$ cat src/rtl/fft_pkg.sv
// Shared widths and twiddle generation for the R2SDF stage. FFT_STAGE_SCALE_EN removes per-stage growth.
// Complex values travel as a cplx_t {r, i} struct that each module declares at its own width.
package fft_pkg;

    function automatic int fft_dw(input int data_width, input int series);
        return data_width + 8 + series;
    endfunction

    function automatic int fft_ow(input int data_width, input int series);
`ifdef FFT_STAGE_SCALE_EN
        return fft_dw(data_width, series);
`else
        return fft_dw(data_width, series) + 1;
`endif
    endfunction

    // W^k = cos(2*pi*k/N) - j*sin(2*pi*k/N), 1.0 scaled to 2^(tw_width-2)
    function automatic int tw_cos(input int k, input int pow, input int tw_width);
        real ang;
        ang = 2.0 * 3.14159265358979323846 * real'(k) / real'(1 << pow);
        return int'($cos(ang) * real'(1 << (tw_width - 2)));
    endfunction

    function automatic int tw_nsin(input int k, input int pow, input int tw_width);
        real ang;
        ang = 2.0 * 3.14159265358979323846 * real'(k) / real'(1 << pow);
        return int'(-$sin(ang) * real'(1 << (tw_width - 2)));
    endfunction

endpackage

$ cat src/rtl/fft_twiddle_rom.sv
// Twiddle lookup for k = 0 .. N/2-1; purely combinational, zero latency, no flow control.
module fft_twiddle_rom
    import fft_pkg::*;
#(
    parameter int POW      = 3,
    parameter int TW_WIDTH = 16
) (
    input  logic [POW-2:0]              k,
    output logic signed [TW_WIDTH-1:0]  wr,
    output logic signed [TW_WIDTH-1:0]  wi
);
    localparam int NH = 1 << (POW - 1);

    logic signed [TW_WIDTH-1:0] tab_r [NH];
    logic signed [TW_WIDTH-1:0] tab_i [NH];

    for (genvar g = 0; g < NH; g++) begin : g_tab
        localparam int RE = tw_cos(g, POW, TW_WIDTH);
        localparam int IM = tw_nsin(g, POW, TW_WIDTH);
        assign tab_r[g] = RE[TW_WIDTH-1:0];
        assign tab_i[g] = IM[TW_WIDTH-1:0];
    end

    assign wr = tab_r[k];
    assign wi = tab_i[k];
endmodule

$ cat src/rtl/fft_r2sdf_stage.sv
// Radix-2 DIF single-path delay-feedback stage; each output is registered 1 cycle after its input beat.
// No backpressure: the stage advances only on sink_valid. FFT_STAGE_SCALE_EN halves sums and rotated differences.
module fft_r2sdf_stage
    import fft_pkg::*;
#(
    parameter int DATA_WIDTH = 16,
    parameter int SERIES     = 0,
    parameter int POW        = 3,
    parameter int TW_WIDTH   = 16,
    localparam int DW = fft_dw(DATA_WIDTH, SERIES),
    localparam int OW = fft_ow(DATA_WIDTH, SERIES)
) (
    input  logic                 clk,
    input  logic                 rst_n,
    input  logic                 sink_valid,
    input  logic                 sink_sop,
    input  logic signed [DW-1:0] sink_r,
    input  logic signed [DW-1:0] sink_i,
    output logic                 source_valid,
    output logic                 source_sop,
    output logic                 source_eop,
    output logic signed [OW-1:0] source_r,
    output logic signed [OW-1:0] source_i
);
    localparam int SW  = DW + 1;
    localparam int PW  = SW + TW_WIDTH;
    localparam int L   = 1 << (POW - SERIES - 1);
    localparam int JW  = POW - SERIES;
    localparam int RND = 1 << (TW_WIDTH - 3);

    typedef struct packed {
        logic signed [OW-1:0] r;
        logic signed [OW-1:0] i;
    } cplx_t;

    // One real product, rounded half-up and saturated back to the full-growth width
    function automatic logic signed [SW-1:0] rmul(input logic signed [SW-1:0] a,
                                                  input logic signed [TW_WIDTH-1:0] b);
        logic signed [PW-1:0] p;
        p = (PW'(a) * PW'(b) + PW'(RND)) >>> (TW_WIDTH - 2);
        if ((&p[PW-1:SW-1]) || !(|p[PW-1:SW-1]))
            return p[SW-1:0];
        return p[PW-1] ? {1'b1, {(SW-1){1'b0}}} : {1'b0, {(SW-1){1'b1}}};
    endfunction

    function automatic logic signed [OW-1:0] fin(input logic signed [SW-1:0] v);
`ifdef FFT_STAGE_SCALE_EN
        logic signed [SW:0] t;
        t = (SW+1)'(v) + (SW+1)'(1);
        return OW'(t >>> 1);
`else
        return v;
`endif
    endfunction

    logic [POW-1:0]          cnt;
    logic                    primed;
    cplx_t                   dly [L];
    cplx_t                   head;
    cplx_t                   wr_val;
    logic                    resync;
    logic                    primed_eff;
    logic [POW-1:0]          ce;
    logic [JW-1:0]           jloc;
    logic                    bfly;
    logic [POW-2:0]          kidx;
    logic signed [TW_WIDTH-1:0] tw_r, tw_i;
    logic signed [SW-1:0]    sum_r, sum_i, dif_r, dif_i, rot_r, rot_i;
    logic signed [OW-1:0]    out_r, out_i;

    // A mid-frame sop makes this beat index 0 of a fresh frame
    assign resync     = sink_sop && (cnt != '0);
    assign primed_eff = primed && !resync;
    assign ce         = resync ? '0 : cnt;
    assign jloc       = ce[JW-1:0];
    assign bfly       = jloc[JW-1];
    assign kidx       = (POW-1)'(jloc & ~JW'(L)) << SERIES;
    assign head       = dly[L-1];

    fft_twiddle_rom #(
        .POW      (POW),
        .TW_WIDTH (TW_WIDTH)
    ) u_rom (
        .k  (kidx),
        .wr (tw_r),
        .wi (tw_i)
    );

    assign sum_r = SW'(head.r) + SW'(sink_r);
    assign sum_i = SW'(head.i) + SW'(sink_i);
    assign dif_r = SW'(head.r) - SW'(sink_r);
    assign dif_i = SW'(head.i) - SW'(sink_i);
    assign rot_r = rmul(dif_r, tw_r) - rmul(dif_i, tw_i);
    assign rot_i = rmul(dif_r, tw_i) + rmul(dif_i, tw_r);

    assign wr_val.r = bfly ? fin(rot_r) : OW'(sink_r);
    assign wr_val.i = bfly ? fin(rot_i) : OW'(sink_i);
    assign out_r    = bfly ? fin(sum_r) : head.r;
    assign out_i    = bfly ? fin(sum_i) : head.i;

    always_ff @(posedge clk or negedge rst_n) begin
        if (!rst_n) begin
            cnt          <= '0;
            primed       <= 1'b0;
            for (int i = 0; i < L; i++) dly[i] <= '0;
            source_valid <= 1'b0;
            source_sop   <= 1'b0;
            source_eop   <= 1'b0;
            source_r     <= '0;
            source_i     <= '0;
        end else begin
            source_valid <= 1'b0;
            source_sop   <= 1'b0;
            source_eop   <= 1'b0;
            if (sink_valid) begin
                cnt    <= ce + 1'b1;
                primed <= !resync && (primed || (bfly && (&jloc)));
                dly[0] <= wr_val;
                for (int i = 1; i < L; i++) dly[i] <= resync ? '0 : dly[i-1];
                source_valid <= bfly || primed_eff;
                source_sop   <= (ce == POW'(L));
                source_eop   <= primed_eff && (ce == POW'(L - 1));
                source_r     <= out_r;
                source_i     <= out_i;
            end
        end
    end
endmodule

$ cat config.mk
export PLATFORM = sky130hd
export DESIGN_NAME = fft_r2sdf_stage
export DESIGN_NICKNAME = d
export VERILOG_FILES = /design/src/rtl/fft_pkg.sv /design/src/rtl/fft_twiddle_rom.sv /design/src/rtl/fft_r2sdf_stage.sv
export SDC_FILE = /design/constraint.sdc
export NUM_CORES = 2
export LEC_CHECK = 0
export ABC_AREA = 1
export BUFFER_PORTS_ARGS = -buffer_cell sky130_fd_sc_hd__buf_2
export CAP_MARGIN = 20
export CORE_MARGIN = 5
export CORE_UTILIZATION = 53
export CTS_CLUSTER_DIAMETER = 80
export DETAILED_ROUTE_END_ITERATION = 10
export PLACE_DENSITY = 0.74
export SYNTH_ARGS = -nofsm -noshare
export SYNTH_HDL_FRONTEND = slang
export SYNTH_SLANG_ARGS = --single-unit
$ cat constraint.sdc
create_clock -name clk -period 11.6 [get_ports clk]
set_input_delay 0.58 -clock clk [delete_from_list [all_inputs] [get_ports clk]]
set_output_delay 0.58 -clock clk [all_outputs]
set_load 0.02 [all_outputs]
## Yosys cells after proc, flatten, opt, wreduce, memory -nomap -nowiden

Cells that the tools add are included.

- Register bits after elaboration: 257
- Bits of input ports: 52
- Output and inout port bits: 53
- Word-level logic and storage cells: 93

- Add/sub/neg operators: 11
- Multiply operators: 4
- Magnitude comparators: 1
- Eq/ne operators: 2
- Multiplexer cells: 33
- Bitwise operators: 1
- Reductions and logical operators: 26

Operators with widths:

| operator | number |
|---|---|
| $mux 25 | 16 |
| $add 41x15->41 const B | 4 |
| $mul 25x16->41 | 4 |
| $mux 50 | 3 |
| $bmux 16 s2 | 2 |
| $mux 16 | 4 |
| $add 25x24->25 | 2 |
| $sub 25x24->25 | 2 |
| $add 25x25->25 | 1 |
| $sub 25x25->25 | 1 |
| $reduce_and 3->1 | 5 |
| $reduce_or 3->1 | 4 |
| $mux 1 | 7 |
| $logic_or 1x1->1 | 6 |
| $logic_and 1x1->1 | 5 |
| $logic_not 1->1 | 5 |
| $add 3x1->3 const B | 1 |
| $eq 3x2->1 const B | 1 |
| $eq 3x3->1 const B | 1 |
| $ge 3x3->1 const B | 1 |
| $mux 3 | 1 |
| $not 2->3 | 1 |
| $reduce_bool 3->1 | 1 |

## Longest topological paths before layout

- Depth in word-level cells: 16
- Mapped depth: 67
- Gate-level depth less buffers: 65

## Hierarchy

Synthesis repeated with hierarchy kept, for this count alone.

- Cell total of the unflattened synthesis: 10337
- Area, all modules: 77952.3 um^2

By module, submodules not included:

| module | times used | cells an instance | area each (um^2) | seq. area each (um^2) |
|---|---|---|---|---|
| fft_r2sdf_stage | 1 | 10301 | 77685.8 | 6431.2 |
| fft_twiddle_rom | 1 | 36 | 266.5 | 0.0 |

## Worst setup path after synthesis

OpenSTA, ideal clock, no wires.

- Kind: in2reg
- Start point: in sink_sop
- End point: reg dly[195] in the netlist's numbering
- Setup time: 0.124 ns
- Arrival time: 10.402 ns
- Required time: 11.476 ns
- Setup slack: 1.075 ns
- Stages: 53
- Path buffers: 7
- Cell sequence: inv_1 nand2_1 buf_2 inv_1 clkbuf_1 ha_1 buf_4 inv_1 buf_6 clkbuf_1 clkbuf_1 nor2_1 inv_1 fa_1 inv_1 fa_1 inv_1 fa_1 [... 17 more ...] buf_4 o21ai_0 ha_1 inv_1 fa_1 nand3_1 nand2_1 a21oi_1 o21ai_0 a21oi_1 o21ai_0 a21oi_1 inv_1 a21oi_1 or2_2 nand3_1 o211ai_1 nand2_1

- Longest elaborated chain between the ends: 15
- Elaborated cells on any way between the ends: 31
- Classes of those cells: add/sub: 3; mul: 2; mux: 16; bitwise: 1; reduce/logical: 9

RTL lines:

| element | line | source |
|---|---|---|
| start: declaration | fft_r2sdf_stage.sv:16 | `input logic sink_sop,` |
| $logic_and 1x1->1 * | fft_r2sdf_stage.sv:72 | `assign resync = sink_sop && (cnt != '0);` |
| $mux 3 * | fft_r2sdf_stage.sv:74 | `assign ce = resync ? '0 : cnt;` |
| $not 2->3 (not written as such) | fft_twiddle_rom.sv:24, fft_twiddle_rom.sv:25 |  |
| $bmux 16 s2 (on tied branches) | fft_twiddle_rom.sv:24, fft_twiddle_rom.sv:25 |  |
| $mux 16 (on tied branches) (2 in a row) | fft_twiddle_rom.sv:24, fft_twiddle_rom.sv:25 |  |
| $mul 25x16->41 | fft_r2sdf_stage.sv:40 | `p = (PW'(a) * PW'(b) + PW'(RND)) >>> (TW_WIDTH - 2);` |
| $add 41x15->41 | fft_r2sdf_stage.sv:40 |  |
| $reduce_or 3->1 | fft_r2sdf_stage.sv:41 | `if ((&p[PW-1:SW-1]) \|\| !(\|p[PW-1:SW-1]))` |
| $logic_not 1->1 | fft_r2sdf_stage.sv:41 |  |
| $logic_or 1x1->1 | fft_r2sdf_stage.sv:41 |  |
| $mux 1 | fft_r2sdf_stage.sv:41 |  |
| $mux 25 | fft_r2sdf_stage.sv:43 | `return p[PW-1] ? {1'b1, {(SW-1){1'b0}}} : {1'b0, {(SW-1){1'b1}}};` |
| $sub 25x25->25 | fft_r2sdf_stage.sv:93 | `assign rot_r = rmul(dif_r, tw_r) - rmul(dif_i, tw_i);` |
| $mux 25 * | fft_r2sdf_stage.sv:96 | `assign wr_val.r = bfly ? fin(rot_r) : OW'(sink_r);` |
| end: declaration | fft_r2sdf_stage.sv:58 | `cplx_t dly [L];` |

Mark *: on every way between the ends. The rest lies on a longest branch, timed or not. The select of a mux whose other input is x is not followed.
A chain may end at the register's enable or synchronous reset.

## Worst setup path after layout

- Start point: reg dly[0] in the netlist's numbering
- End point: reg dly[174] in the netlist's numbering

- Longest elaborated chain between the ends: 10
- Elaborated cells on any way between the ends: 13
- Classes of those cells: add/sub: 3; mul: 1; mux: 5; reduce/logical: 4

RTL lines:

| element | line | source |
|---|---|---|
| $sub 25x24->25 * | fft_r2sdf_stage.sv:92 | `assign dif_i = SW'(head.i) - SW'(sink_i);` |
| $mul 25x16->41 * | fft_r2sdf_stage.sv:40 |  |
| $add 41x15->41 * | fft_r2sdf_stage.sv:40 |  |
| $reduce_or 3->1 | fft_r2sdf_stage.sv:41 |  |
| $logic_not 1->1 | fft_r2sdf_stage.sv:41 |  |
| $logic_or 1x1->1 | fft_r2sdf_stage.sv:41 |  |
| $mux 1 | fft_r2sdf_stage.sv:41 |  |
| $mux 25 * | fft_r2sdf_stage.sv:43 |  |
| $add 25x25->25 * | fft_r2sdf_stage.sv:94 | `assign rot_i = rmul(dif_r, tw_i) + rmul(dif_i, tw_r);` |
| $mux 25 * | fft_r2sdf_stage.sv:97 | `assign wr_val.i = bfly ? fin(rot_i) : OW'(sink_i);` |

Marks and branches as above.

==> flow_metrics.env <==
export IMPL_dpl_hpwl_mm=158
export IMPL_clk_insertion_delay_late_ns=0.59
export IMPL_cts_buffers_inserted=23
export IMPL_synthMuxAreaShare_pct=0.0487
export IMPL_drt_pass1_iterations=6
export IMPL_ys_seq_area_share_pct=10.0
export IMPL_gp_congestion=1.10
export IMPL_path_common_cell="nand2_1"
export IMPL_setup_tns_ns=0
export IMPL_vias=52294
export IMPL_clock_path_buffers=3
export IMPL_r2r_slack_ns=0.45
export IMPL_nets=10105
export IMPL_start_util_pct=53.5
export IMPL_htree_levels=1
export IMPL_fillers=10988
export IMPL_worst_ep_arrival_time_ns=11.66
export IMPL_root_buffer="clkbuf_16"
export IMPL_antenna_found_initial=1
export IMPL_grt_pass1_wl_mm=294
export IMPL_port_buffer_count=104
export IMPL_synth_area_leaders="fa_1 35%, ha_1 15%, inv_1 12%"
export IMPL_reg2reg_depth=54
export IMPL_synth_fa_ha_area_share_pct=50.0
export IMPL_run_status="finished, final reports clean"
export IMPL_synth_cell_type_count=64
export IMPL_avgSynthCellArea_um2=8.13
export IMPL_syn_inst=7899
export IMPL_max_stage_delay_ns=0.53
export IMPL_grt_usage_pct=29.2
export IMPL_fp_dieH_um=358
export IMPL_fin_area_um2=69400
export IMPL_hold_viol_final=0
export IMPL_tightest_slew_ns=1.13
export IMPL_placed_area_um2=68400
export IMPL_ios=105
export IMPL_yosys_area_share_simple_pct=13.6
export IMPL_antenna_diode_count=0
export IMPL_clk_pin_slew_ns=0.08
export IMPL_synth_common_cells="2030 x inv_1, 1244 x nand2_1, 1128 x fa_1"
export IMPL_dieArea_um2=128000
export IMPL_via_per_inst=5.34
export IMPL_std_cell_rows=127
export IMPL_grt_pass1_vias=54838
export IMPL_grt_max_degree=153
export IMPL_drt_iter0_drc=3852
export IMPL_place_ws_ns=-0.0122
export IMPL_critPathKind="reg2reg"
export IMPL_start_kind="register"
export IMPL_post_route_period_util_pct=96.1
export IMPL_crit_fanout=22
export IMPL_wl_per_cell_um=18.6
export IMPL_synth_compound_area_share_pct=9.51
export IMPL_gr_total_overflow=0
export IMPL_fin_ws_ns=0.453
export IMPL_drive_gt1_share_pct=7.50
export IMPL_cts_sinks=257
export IMPL_finalWirelength_mm=183
export IMPL_async_flop_share_pct=100
export IMPL_syn_to_final_growth_pct=8.04
export IMPL_ys_warn_count=0
export IMPL_report_final_slew_viol_count=0
export IMPL_yosysMostFrequentCell="inv_1"
export IMPL_synth_main_ff_cell="dfrtp_1"
export IMPL_core_area_um2=120000
export IMPL_max_slew_margin_rel_pct=24.5
export IMPL_required_ns=12.11
export IMPL_yosysTopAreaCellShare_pct=35.2
export IMPL_ant_nets=0
export IMPL_worst_path_max_delay_cell="fa_1"
export IMPL_synth_edff_count=0
export IMPL_synth_top_cell_by_area="fa_1"
export IMPL_synth_top_family_by_area="adder cells"
export IMPL_die_x_um=358
export IMPL_max_freq_mhz=89.7
export IMPL_yosys_area_share_xor_xnor_pct=3.65
export IMPL_end_kind="register"
export IMPL_skew_ns=0.0396
export IMPL_r2r_end="dly[174]$_DFFE_PN0P_"
export IMPL_setup_viol=0
export IMPL_syn_area_um2=64200
export IMPL_drc=0
export IMPL_synthesis_nets=9838
export IMPL_drv_cap=0
export IMPL_cts_tree="yes"
export IMPL_synth_seq_cells=257
export IMPL_final_min_clock_period_ns=11.15
export IMPL_hold_class="in2async"
export IMPL_r2r_start="dly[0]$_DFFE_PN0P_"
export IMPL_cts_hold_buf=0
## metrics by stage
step	cells	hold slack, ns	util, %
2_1_floorplan	7899	0.284	-
3_3_place_gp	9750	0.459	56.9
3_5_place_dp	9750	0.461	56.9
4_1_cts	9792	0.105	57.6
5_1_grt	9795	0.160	57.8
6_report	9795	0.0869	57.8
## cells in the final DEF (no fill, tap or decap), drive strengths merged, types with 157 or more instances in the layout
cell	instances
inv	2043
nand3	157
nor2	622
ha	759
xor2	167
dfrtp	257
nand2	1264
o21ai	419
a21oi	443
buf	427
fa	1128
## sequential cells by signal, indices dropped and copies added, names as in the netlist
name / cells
cnt: 3
source_eop: 1
primed: 1
source_i: 25
source_r: 25
dly: 200
source_sop: 1
source_valid: 1
## cells by family after synthesis
group,Yosys count
flip-flops,257
AO/OA/AOI/OAI,1093
XOR/XNOR,268
AND/OR/NAND/NOR,2165
multiplexers,3
adder cells (fa/ha/maj),1888
buffers and inverters,2225
## how the worst max path moves through the flow
stage          slack [ns]  cells after the start                   end                 from
6_report             0.45                     54  dly[174]$_DFFE_PN0P_   dly[0]$_DFFE_PN0P_
5_1_grt             -0.04                     60  dly[172]$_DFFE_PN0P_   dly[0]$_DFFE_PN0P_
4_1_cts              0.23                     53  dly[195]$_DFFE_PN0P_  dly[29]$_DFFE_PN0P_
3_5_place_dp        -0.01                     55  dly[195]$_DFFE_PN0P_            sink_r[4]
3_3_place_gp         0.08                     55  dly[195]$_DFFE_PN0P_            sink_r[4]
2_1_floorplan        1.07                     53  dly[195]$_DFFE_PN0P_             sink_sop
## layer usage
metal | vias up | share of wire, % | GRT usage [%]
met4 | 2 | 4.1 | 10.2
met3 | 331 | 8.7 | 6.83
met2 | 1722 | 46 | 46.7
met1 | 25822 | 41 | 39.2
met5 | - | 0.0038 | 0
li1 | 24417 | - | -
## cell type report
class                   instances  area, um2  area share, %
clock buffers                  29        648          0.934
clock inverters                13        138          0.198
inverters                    2040       7670           11.1
multi-input cells            5417      49500           71.3
flip-flops and latches        257       6430           9.27
well taps                    1612       2020           2.91
repair buffers                427       3000           4.33
## worst max-delay path: cells and delay by family (launching register included)
family / cells / cell delay, ns
fa+ha+maj: 10 / 4.30
compound gates: 13 / 2.64
simple gates: 19 / 2.37
buf+inv: 10 / 0.89
xor+xnor: 2 / 0.45
flops: 1 / 0.38
## repair_timing
item / 4_1_cts / 5_1_grt
gates resized for setup: 0 / 57
buffers inserted: 0 / 3
setup endpoints to repair: 0 / 30
endpoints found under the hold margin: 0 / 0
Power is not shown: default switching activity piles up to over one toggle a cycle in this logic, so the estimate is an artifact.
